File: src/rtl/fifo_wr_arb.sv
// fifo_wr_arb: round-robin burst arbiter sharing one fifo_sync write port.
// A grant covers a whole burst. The burst ends on req_last, or when MAX_BURST
// beats have passed, or when the owner stalls for HOLD_TIMEOUT cycles. A new
// burst starts only when the FIFO reports at least START_THRESH free spots.
module fifo_wr_arb #(
  parameter int NUM_REQ      = 4,
  parameter int WIDTH        = 32,
  parameter int LENGTH       = 16,
  parameter int MAX_BURST    = 8,
  parameter int START_THRESH = 4,
  parameter int HOLD_TIMEOUT = 16,
  localparam int IDW         = $clog2(NUM_REQ),
  localparam int SPW         = $clog2(LENGTH + 1)
) (
  input  logic               clk,
  input  logic               reset_n,
  input  logic [NUM_REQ-1:0] req_valid,
  input  logic [NUM_REQ-1:0] req_last,
  input  logic [WIDTH-1:0]   req_data [NUM_REQ],
  output logic [NUM_REQ-1:0] req_ready,
  output logic               fifo_wr_en,
  output logic [WIDTH-1:0]   fifo_wr_data,
  input  logic               fifo_wr_ready,
  input  logic [SPW-1:0]     fifo_spots,
  output logic               grant_valid,
  output logic [IDW-1:0]     grant_id,
  output logic               abort
);

  localparam int BCW = $clog2(MAX_BURST + 1);
  localparam int ICW = $clog2(HOLD_TIMEOUT + 1);

  localparam logic [0:0] ST_IDLE  = 1'b0;
  localparam logic [0:0] ST_BURST = 1'b1;

  logic [1:0]     r_rst_sync;
  logic           w_rst_n;
  logic [0:0]     r_state;
  logic [IDW-1:0] r_rr_ptr;
  logic [IDW-1:0] r_grant_id;
  logic [BCW-1:0] r_beat_cnt;
  logic [ICW-1:0] r_idle_cnt;

  logic           w_in_burst;
  logic           w_owner_valid;
  logic           w_owner_last;
  logic           w_beat;
  logic           w_burst_end;
  logic           w_timeout;
  logic           w_spots_ok;
  logic           w_found;
  logic [IDW-1:0] w_pick;
  logic [IDW-1:0] w_next_ptr;

  // Reset synchronizer: assertion reaches the core at once, release waits two clock edges.
  always_ff @(posedge clk or negedge reset_n) begin
    if (!reset_n) begin
      r_rst_sync <= 2'b00;
    end else begin
      r_rst_sync <= {r_rst_sync[0], 1'b1};
    end
  end

  assign w_rst_n = r_rst_sync[1];

  assign w_in_burst    = (r_state == ST_BURST);
  assign w_owner_valid = req_valid[r_grant_id];
  assign w_owner_last  = req_last[r_grant_id];
  assign w_beat        = w_in_burst & w_owner_valid & fifo_wr_ready;
  assign w_burst_end   = w_beat & (w_owner_last | (r_beat_cnt == BCW'(MAX_BURST - 1)));
  // A full FIFO with a valid owner is not a stall; only a missing req_valid counts.
  assign w_timeout     = w_in_burst & ~w_owner_valid & (r_idle_cnt == ICW'(HOLD_TIMEOUT - 1));
  assign w_spots_ok    = (fifo_spots >= SPW'(START_THRESH));
  assign w_next_ptr    = (r_grant_id == IDW'(NUM_REQ - 1)) ? IDW'(0) : (r_grant_id + IDW'(1));

  // Round-robin search: first valid requester at or after r_rr_ptr, wrapping.
  always_comb begin
    logic [IDW-1:0] v_idx;
    w_found = 1'b0;
    w_pick  = IDW'(0);
    v_idx   = IDW'(0);
    for (int i = 0; i < NUM_REQ; i++) begin
      v_idx = IDW'((int'(r_rr_ptr) + i) % NUM_REQ);
      if (!w_found && req_valid[v_idx]) begin
        w_found = 1'b1;
        w_pick  = v_idx;
      end else begin
        w_found = w_found;
      end
    end
  end

  // Burst state machine with beat and stall counters.
  always_ff @(posedge clk or negedge w_rst_n) begin
    if (!w_rst_n) begin
      r_state    <= ST_IDLE;
      r_rr_ptr   <= IDW'(0);
      r_grant_id <= IDW'(0);
      r_beat_cnt <= BCW'(0);
      r_idle_cnt <= ICW'(0);
    end else begin
      case (r_state)
        ST_IDLE: begin
          if (w_found && w_spots_ok) begin
            r_state    <= ST_BURST;
            r_grant_id <= w_pick;
            r_beat_cnt <= BCW'(0);
            r_idle_cnt <= ICW'(0);
          end
        end
        ST_BURST: begin
          if (w_burst_end || w_timeout) begin
            r_state    <= ST_IDLE;
            r_rr_ptr   <= w_next_ptr;
            r_beat_cnt <= BCW'(0);
            r_idle_cnt <= ICW'(0);
          end else begin
            if (w_beat) begin
              r_beat_cnt <= r_beat_cnt + BCW'(1);
            end
            if (w_owner_valid) begin
              r_idle_cnt <= ICW'(0);
            end else begin
              r_idle_cnt <= r_idle_cnt + ICW'(1);
            end
          end
        end
        default: begin
          r_state <= ST_IDLE;
        end
      endcase
    end
  end

  // Only the owner sees the FIFO's ready; everything is forced to 0 outside a burst.
  always_comb begin
    req_ready = '0;
    if (w_in_burst) begin
      req_ready[r_grant_id] = fifo_wr_ready;
    end else begin
      req_ready = '0;
    end
  end

  // Write data is the owner's data during a burst, 0 otherwise.
  always_comb begin
    fifo_wr_data = '0;
    if (w_in_burst) begin
      fifo_wr_data = req_data[r_grant_id];
    end else begin
      fifo_wr_data = '0;
    end
  end

  assign fifo_wr_en  = w_beat;
  assign grant_valid = w_in_burst;
  assign grant_id    = r_grant_id;
  assign abort       = w_timeout;

endmodule

File: config.mk
export PLATFORM = sky130hd
export DESIGN_NAME = fifo_wr_arb
export DESIGN_NICKNAME = d
export VERILOG_FILES = /design/src/rtl/fifo_wr_arb.sv
export SDC_FILE = /design/constraint.sdc
export NUM_CORES = 1
export LEC_CHECK = 0
export ABC_AREA = 1
export CORE_UTILIZATION = 36
export DETAILED_ROUTE_END_ITERATION = 8
export PLACE_DENSITY_LB_ADDON = 0.25
export SYNTH_ARGS = -nofsm -noshare
export SYNTH_HDL_FRONTEND = slang
export SYNTH_SLANG_ARGS = --single-unit
File: constraint.sdc
create_clock -name clk -period 2.9 [get_ports clk]
set_clock_uncertainty 0.2 [all_clocks]
set_input_delay 0.725 -clock clk [delete_from_list [all_inputs] [get_ports clk]]
set_output_delay 0.725 -clock clk [all_outputs]
set_load 0.01 [all_outputs]
## After elaboration in Yosys (flattened, before gate mapping)

Index checks and enable logic that the tools add are counted.

| storage, ports and cells | value |
|---|---|
| input bits | 144 |
| output and inout port bits | 41 |
| register bits | 16 |

| cells by class | value |
|---|---|
| add/subtract/negate cells | 6 |
| order comparisons | 8 |
| eq/ne operators | 5 |
| bitwise operators | 10 |
| reductions and logical operators | 12 |
| muxes and demuxes | 39 |

Operator list:

| operator | count |
|---|---|
| 2-to-1 mux 32 bit | 3 |
| binary-select mux 32 bit (select 2 bit) | 1 |
| 2-to-1 mux 4 bit | 4 |
| < comparator 2 x 3 -> 1 bit (second input constant) | 5 |
| 2-to-1 mux 5 bit | 3 |
| 2-to-1 mux 1 bit | 13 |
| binary-select mux 1 bit (select 2 bit) | 6 |
| 2-to-1 mux 2 bit | 5 |
| case mux 5 bit (2 select lines) | 1 |
| case mux 4 bit (2 select lines) | 1 |
| AND reduction 2 bit | 3 |
| adder 5 x 1 -> 5 bit (second input constant) | 1 |
| bitwise AND 1 bit | 5 |
| equality test 5 x 4 -> 1 bit (second input constant) | 1 |
| greater-or-equal comparator 5 x 3 -> 1 bit (second input constant) | 1 |
| logical AND 1 bit | 5 |
| adder 2 x 1 -> 2 bit (second input constant) | 2 |
| adder 2 bit (second input constant) | 2 |
| adder 4 x 1 -> 4 bit (second input constant) | 1 |
| bitwise AND 4 bit | 1 |
| equality test 4 x 3 -> 1 bit (second input constant) | 1 |
| greater-or-equal comparator 3 bit (second input constant) | 1 |
| zero test 1 bit | 3 |
| inequality test 3 x 1 -> 1 bit (second input constant) | 1 |
| other kinds (9) | 10 |

## Logic depth before layout (Yosys ltp)

| logic depth | value |
|---|---|
| depth after elaboration | 15 |
| mapped depth | 14 |

## Least setup slack after synthesis

OpenSTA, ideal clock, no wires.

| timing path | value |
|---|---|
| path type | flip-flop to output port |
| start | register r_grant_id[1] (netlist: grant_id[1]) |
| end | output port req_ready[0] |
| path slack | 0.573 ns |
| arrival time | 1.402 ns |
| cell stages (with the launch flop) | 7 |
| buffers on the path | 2 |
| data required time | 1.975 ns |
| path through | dfrtp_1 -> buf_2 -> inv_2 -> clkbuf_1 -> ha_1 -> inv_1 -> nor2_1 |

| between the ends | value |
|---|---|
| cells in the longest elaborated chain, start to end | 6 |
| elaborated cells on any way between the ends | 7 |

Ends and longest elaborated chain:

| element | line | source |
|---|---|---|
| start: declaration | 40 | `logic [IDW-1:0] r_grant_id;` |
| start signal: assignment | 106 | `r_grant_id <= w_pick;` |
| < comparator 2 x 3 -> 1 bit (not written as such) / greater-or-equal comparator 2 x 1 -> 1 bit (equally long branches) | 139 | `req_ready[r_grant_id] = fifo_wr_ready;` |
| logical AND 1 bit (not written as such) | 139 |  |
| 2-to-1 mux 1 bit (not written as such) | 139 |  |
| demux 1 bit (select 2 bit) (*) | 139 |  |
| bitwise AND 4 bit (no source line) (*) | -- |  |
| 2-to-1 mux 4 bit (*) | 138 | `if (w_in_burst) begin` |
| end: declaration | 20 | `output logic [NUM_REQ-1:0] req_ready,` |

Every way passes the cells marked *; elsewhere a longest branch is shown, timed or not.

## Worst setup path in the final report

| timing path | value |
|---|---|
| start | input port req_valid[1] |
| end | output port abort |

| between the ends | value |
|---|---|
| cells in the longest elaborated chain, start to end | 5 |

Ends and longest elaborated chain:

| element | line | source |
|---|---|---|
| start: declaration | 17 | `input logic [NUM_REQ-1:0] req_valid,` |
| binary-select mux 1 bit (select 2 bit) | 67 | `assign w_owner_valid = req_valid[r_grant_id];` |
| 2-to-1 mux 1 bit (not written as such) | 67 |  |
| NOT 1 bit | 72 | `assign w_timeout = w_in_burst & ~w_owner_valid & (r_idle_cnt == ICW'(HOLD_TIMEOUT - 1));` |
| bitwise AND 1 bit (2 in a row) | 72 |  |
| end: declaration | 27 | `output logic abort` |

No other way between the ends. The select of a mux whose other input is x is not followed.

==> metrics.csv <==
stage,metric,value,unit
timing,period utilisation layout,0.977,
critical_path,CP required,1.98,ns
place,dpl hpwl,7500,um
detailed_routing,TritonRoute pass-1 iters,4,
min_path,HP Class,register to async pin,
synth,post-synth net total,570,
die,die height,81.3,um
detailed_routing,DR vias/cell,5.00,
timing,Slew Limit Fails,0,
final_layout,Final Non-Filler Cells,672,
clocking,CTS Buf Count,3,
synth,Post-Synth Simple-Gate Area,0.430,
die,Initial Utilization,0.378,
grt,antenna violations before repair,0,
clocking,# hold bufs at CTS,0,
synth,"Seq/Total Area, Yosys",0.177,
synth,top_reg_cell synth,dfrtp_1,
grt,overall global routing resource usage,0.268,
timing,Min Hold Slack,0.0241,ns
synth,mapped cell area,2270,sq um
timing,fin crit period,2.83,ns
synth,#FFs+latches synth,16,
timing,worst slew pin tran,0.559,ns
final_layout,Synth-to-Final Area Change,87.1,%
clocking,clk_lat worst skew,0.25,ns
run,MaxCap Viol Count,0,
synth,Mapped Avg Cell Area,5.41,sq um
synth,largest family of logic cells by synthesized area,simple AND/OR/NAND/NOR gates,
detailed_routing,Initial DRC Count,139,
timing,final hold vios,0,
place,cell count after placement,668,
timing,Worst slew margin,0.627,
power,worst vdd ir,0.554,mV
synth,Post-synth EDFFs,0,
clocking,number of H-tree levels,1,
final_layout,share of post-route cells with drive strength above 1,0.0737,
critical_path,critical path class,input pin to primary output,
power,Pwr Total,0.00340,W
critical_path,Critical Path AT,1.91,ns
timing,Final setup viols,0,
die,# rows,28,
clocking,Clock Sinks,16,
synth,Adder-Cell Fraction of Synth Area,0.0387,
synth,Ys Warns,0,
place,I/O Buffers,182,
grt,GRT overflow,0,
run_status,status,finished clean,
grt,first-pass GRT wire length,13800,um
clocking,CTS Buffer Depth,2,
detailed_routing,Final ANT Viol Nets,0,
place,GP Congestion,0.836,
die,die width,81.3,um
synth,Syn Inst Count,419,
critical_path,worst-path fanout max,3,
grt,largest net degree at the start of global routing,42,
power,PwrDens,803,nW/um^2
synth,fraction of registers with async set/reset,1.00,
synth,Yosys cell types,30,
final_layout,final net count,749,
detailed_routing,detailed-route via count,3363,
synth,mux cell area share after synthesis,0.00442,
clocking,CTS Root Cell,clkbuf_8,
grt,vias in the first global route,2903,
detailed_routing,Post-route DRC,0,
die,I/O Pins,185,
clocking,"Reg clk slew, reported paths",0.06,ns
final_layout,antenna diode count,0,
synth,post-synthesis xor/xnor area fraction,0.0116,
die,die area,6620,sq um
synth,post-synthesis compound-gate area fraction,0.238,
detailed_routing,WL per Instance,14.0,um
power,Leak Pwr,1.98,nW
clocking,CTS tree,yes,
detailed_routing,final wirelength,9410,um
critical_path,Worst Setup End Kind,primary output,
critical_path,Setup crit start kind,input pin,
die,Core Box Area,5990,sq um
timing,fmax,353,MHz
-- report_power, final --
part           internal (W)  switching [W]  leakage (nW)  total, W
sequential         0.000287      0.0000779         0.204  0.000365
combinational       0.00125        0.00162          1.75   0.00287
clock             0.0000974      0.0000729        0.0228  0.000170
-- kinds of logic (layout without fill, tap and decap cells) --
kind of cell,count (synthesis),after routing
compound gates,107,107
flops,16,16
simple gates,233,233
other cells,1,1
fa+ha+maj,7,7
xor+xnor,3,3
buf+inv,51,229
mux,1,1
-- critical path, stage by stage --
cell	delay (ns)
clkdlybuf4s50_1	0.49
nand2_1	0.06
nand3_1	0.10
nand2_2	0.10
nand3_1	0.11
inv_1	0.05
dlygate4sd2_1	0.28
-- synthesized netlist by cell type (2+ instances only) --
master	number	area (sq um)
ha_1	7	87.6
dfrtp_1	16	400
nand2_4	2	22.5
nand2_2	8	50.1
nand3_1	19	95.1
nand2_1	56	210
nor2_1	139	522
buf_2	7	35.0
clkbuf_1	15	56.3
xor2_1	2	17.5
nor2_4	2	22.5
inv_2	4	15.0
a21oi_1	33	165
o21ai_0	68	340
buf_6	3	33.8
nand3b_1	3	22.5
clkinv_1	2	7.51
inv_1	18	67.6
o21ai_1	4	20.0
-- layer usage --
metal | GRT usage | wire length (um) | vias up
met4 | 0.0821 | 186 | 0
met1 | 0.315 | 3720 | 1518
met5 | 0 | 0 | -
met3 | 0.0528 | 839 | 14
li1 | - | - | 1703
met2 | 0.483 | 4660 | 128
-- timing repair --
item / 4_1_cts / 5_1_grt
hold endpoints to repair: 0 / 0
buffers inserted: 0 / 0
gates resized for setup: 35 / 7
endpoints found under the setup margin: 38 / 6
pin swaps: 1 / 1
-- layout make-up --
cell class,instances,area (sq um)
well taps,75,93.8
inverters,25,96.3
fillers,538,1750
multi-input cells,352,1640
repair buffers,200,1960
flip-flops and latches,16,402
clock buffers,4,45.0
-- per-stage QoR --
stage / worst slack [ns] / cell area [sq um] / utilization / setup TNS, ns
floorplan: 0.573 / 2270 / - / 0
global placement: -0.184 / 4230 / 0.706 / -3.98
detailed placement: -0.183 / 4230 / 0.706 / -4.50
CTS: 0.00133 / 4230 / 0.706 / 0
global route: -0.00115 / 4240 / 0.708 / -0.00115
finish: 0.0660 / 4240 / 0.708 / 0
-- state kept, by name, indices dropped and copies added, names as in the netlist --
| signal | cells |
|---|---|
| r_beat_cnt | 4 |
| r_rr_ptr | 2 |
| grant_valid | 1 |
| r_idle_cnt | 5 |
| r_rst_sync | 2 |
| grant_id | 2 |
-- final timing paths --
kind / from / depth (start not counted) / slack [ns] / end
hold / removal: r_rst_sync[1] / 0 / 0.02 / r_idle_cnt[1]
setup / recovery: req_valid[1] / 7 / 0.07 / abort
hold reg to reg: r_rst_sync[1] / 0 / 0.02 / r_idle_cnt[1]
min in group clk: r_rst_sync[0] / 0 / 0.15 / r_rst_sync[1]
max in group asynchronous: reset_n / 1 / 1.95 / r_rst_sync[0]
setup reg to reg: grant_id[0] / 14 / 0.88 / r_idle_cnt[2]
-- cell usage in the layout, fill, tap and decap left out, types with 2 or more instances in the layout --
cell | synthesis | routed
nand3_1 | 19 | 19
clkdlybuf4s50_1 | 0 | 144
nand2_4 | 2 | 2
nand2_1 | 56 | 55
nand2_2 | 8 | 9
a21oi_1 | 33 | 33
xor2_1 | 2 | 2
o21ai_0 | 68 | 68
o21ai_1 | 4 | 4
dfrtp_1 | 16 | 15
clkbuf_8 | 0 | 3
dlymetal6s2s_1 | 0 | 4
nor2_1 | 139 | 139
inv_1 | 18 | 18
nand3b_1 | 3 | 3
ha_1 | 7 | 7
nor2_4 | 2 | 2
dlygate4sd2_1 | 0 | 32
clkinv_1 | 2 | 2
inv_2 | 4 | 4
buf_12 | 0 | 3
buf_4 | 0 | 15
Note: power is estimated with default switching activity, not from simulation.
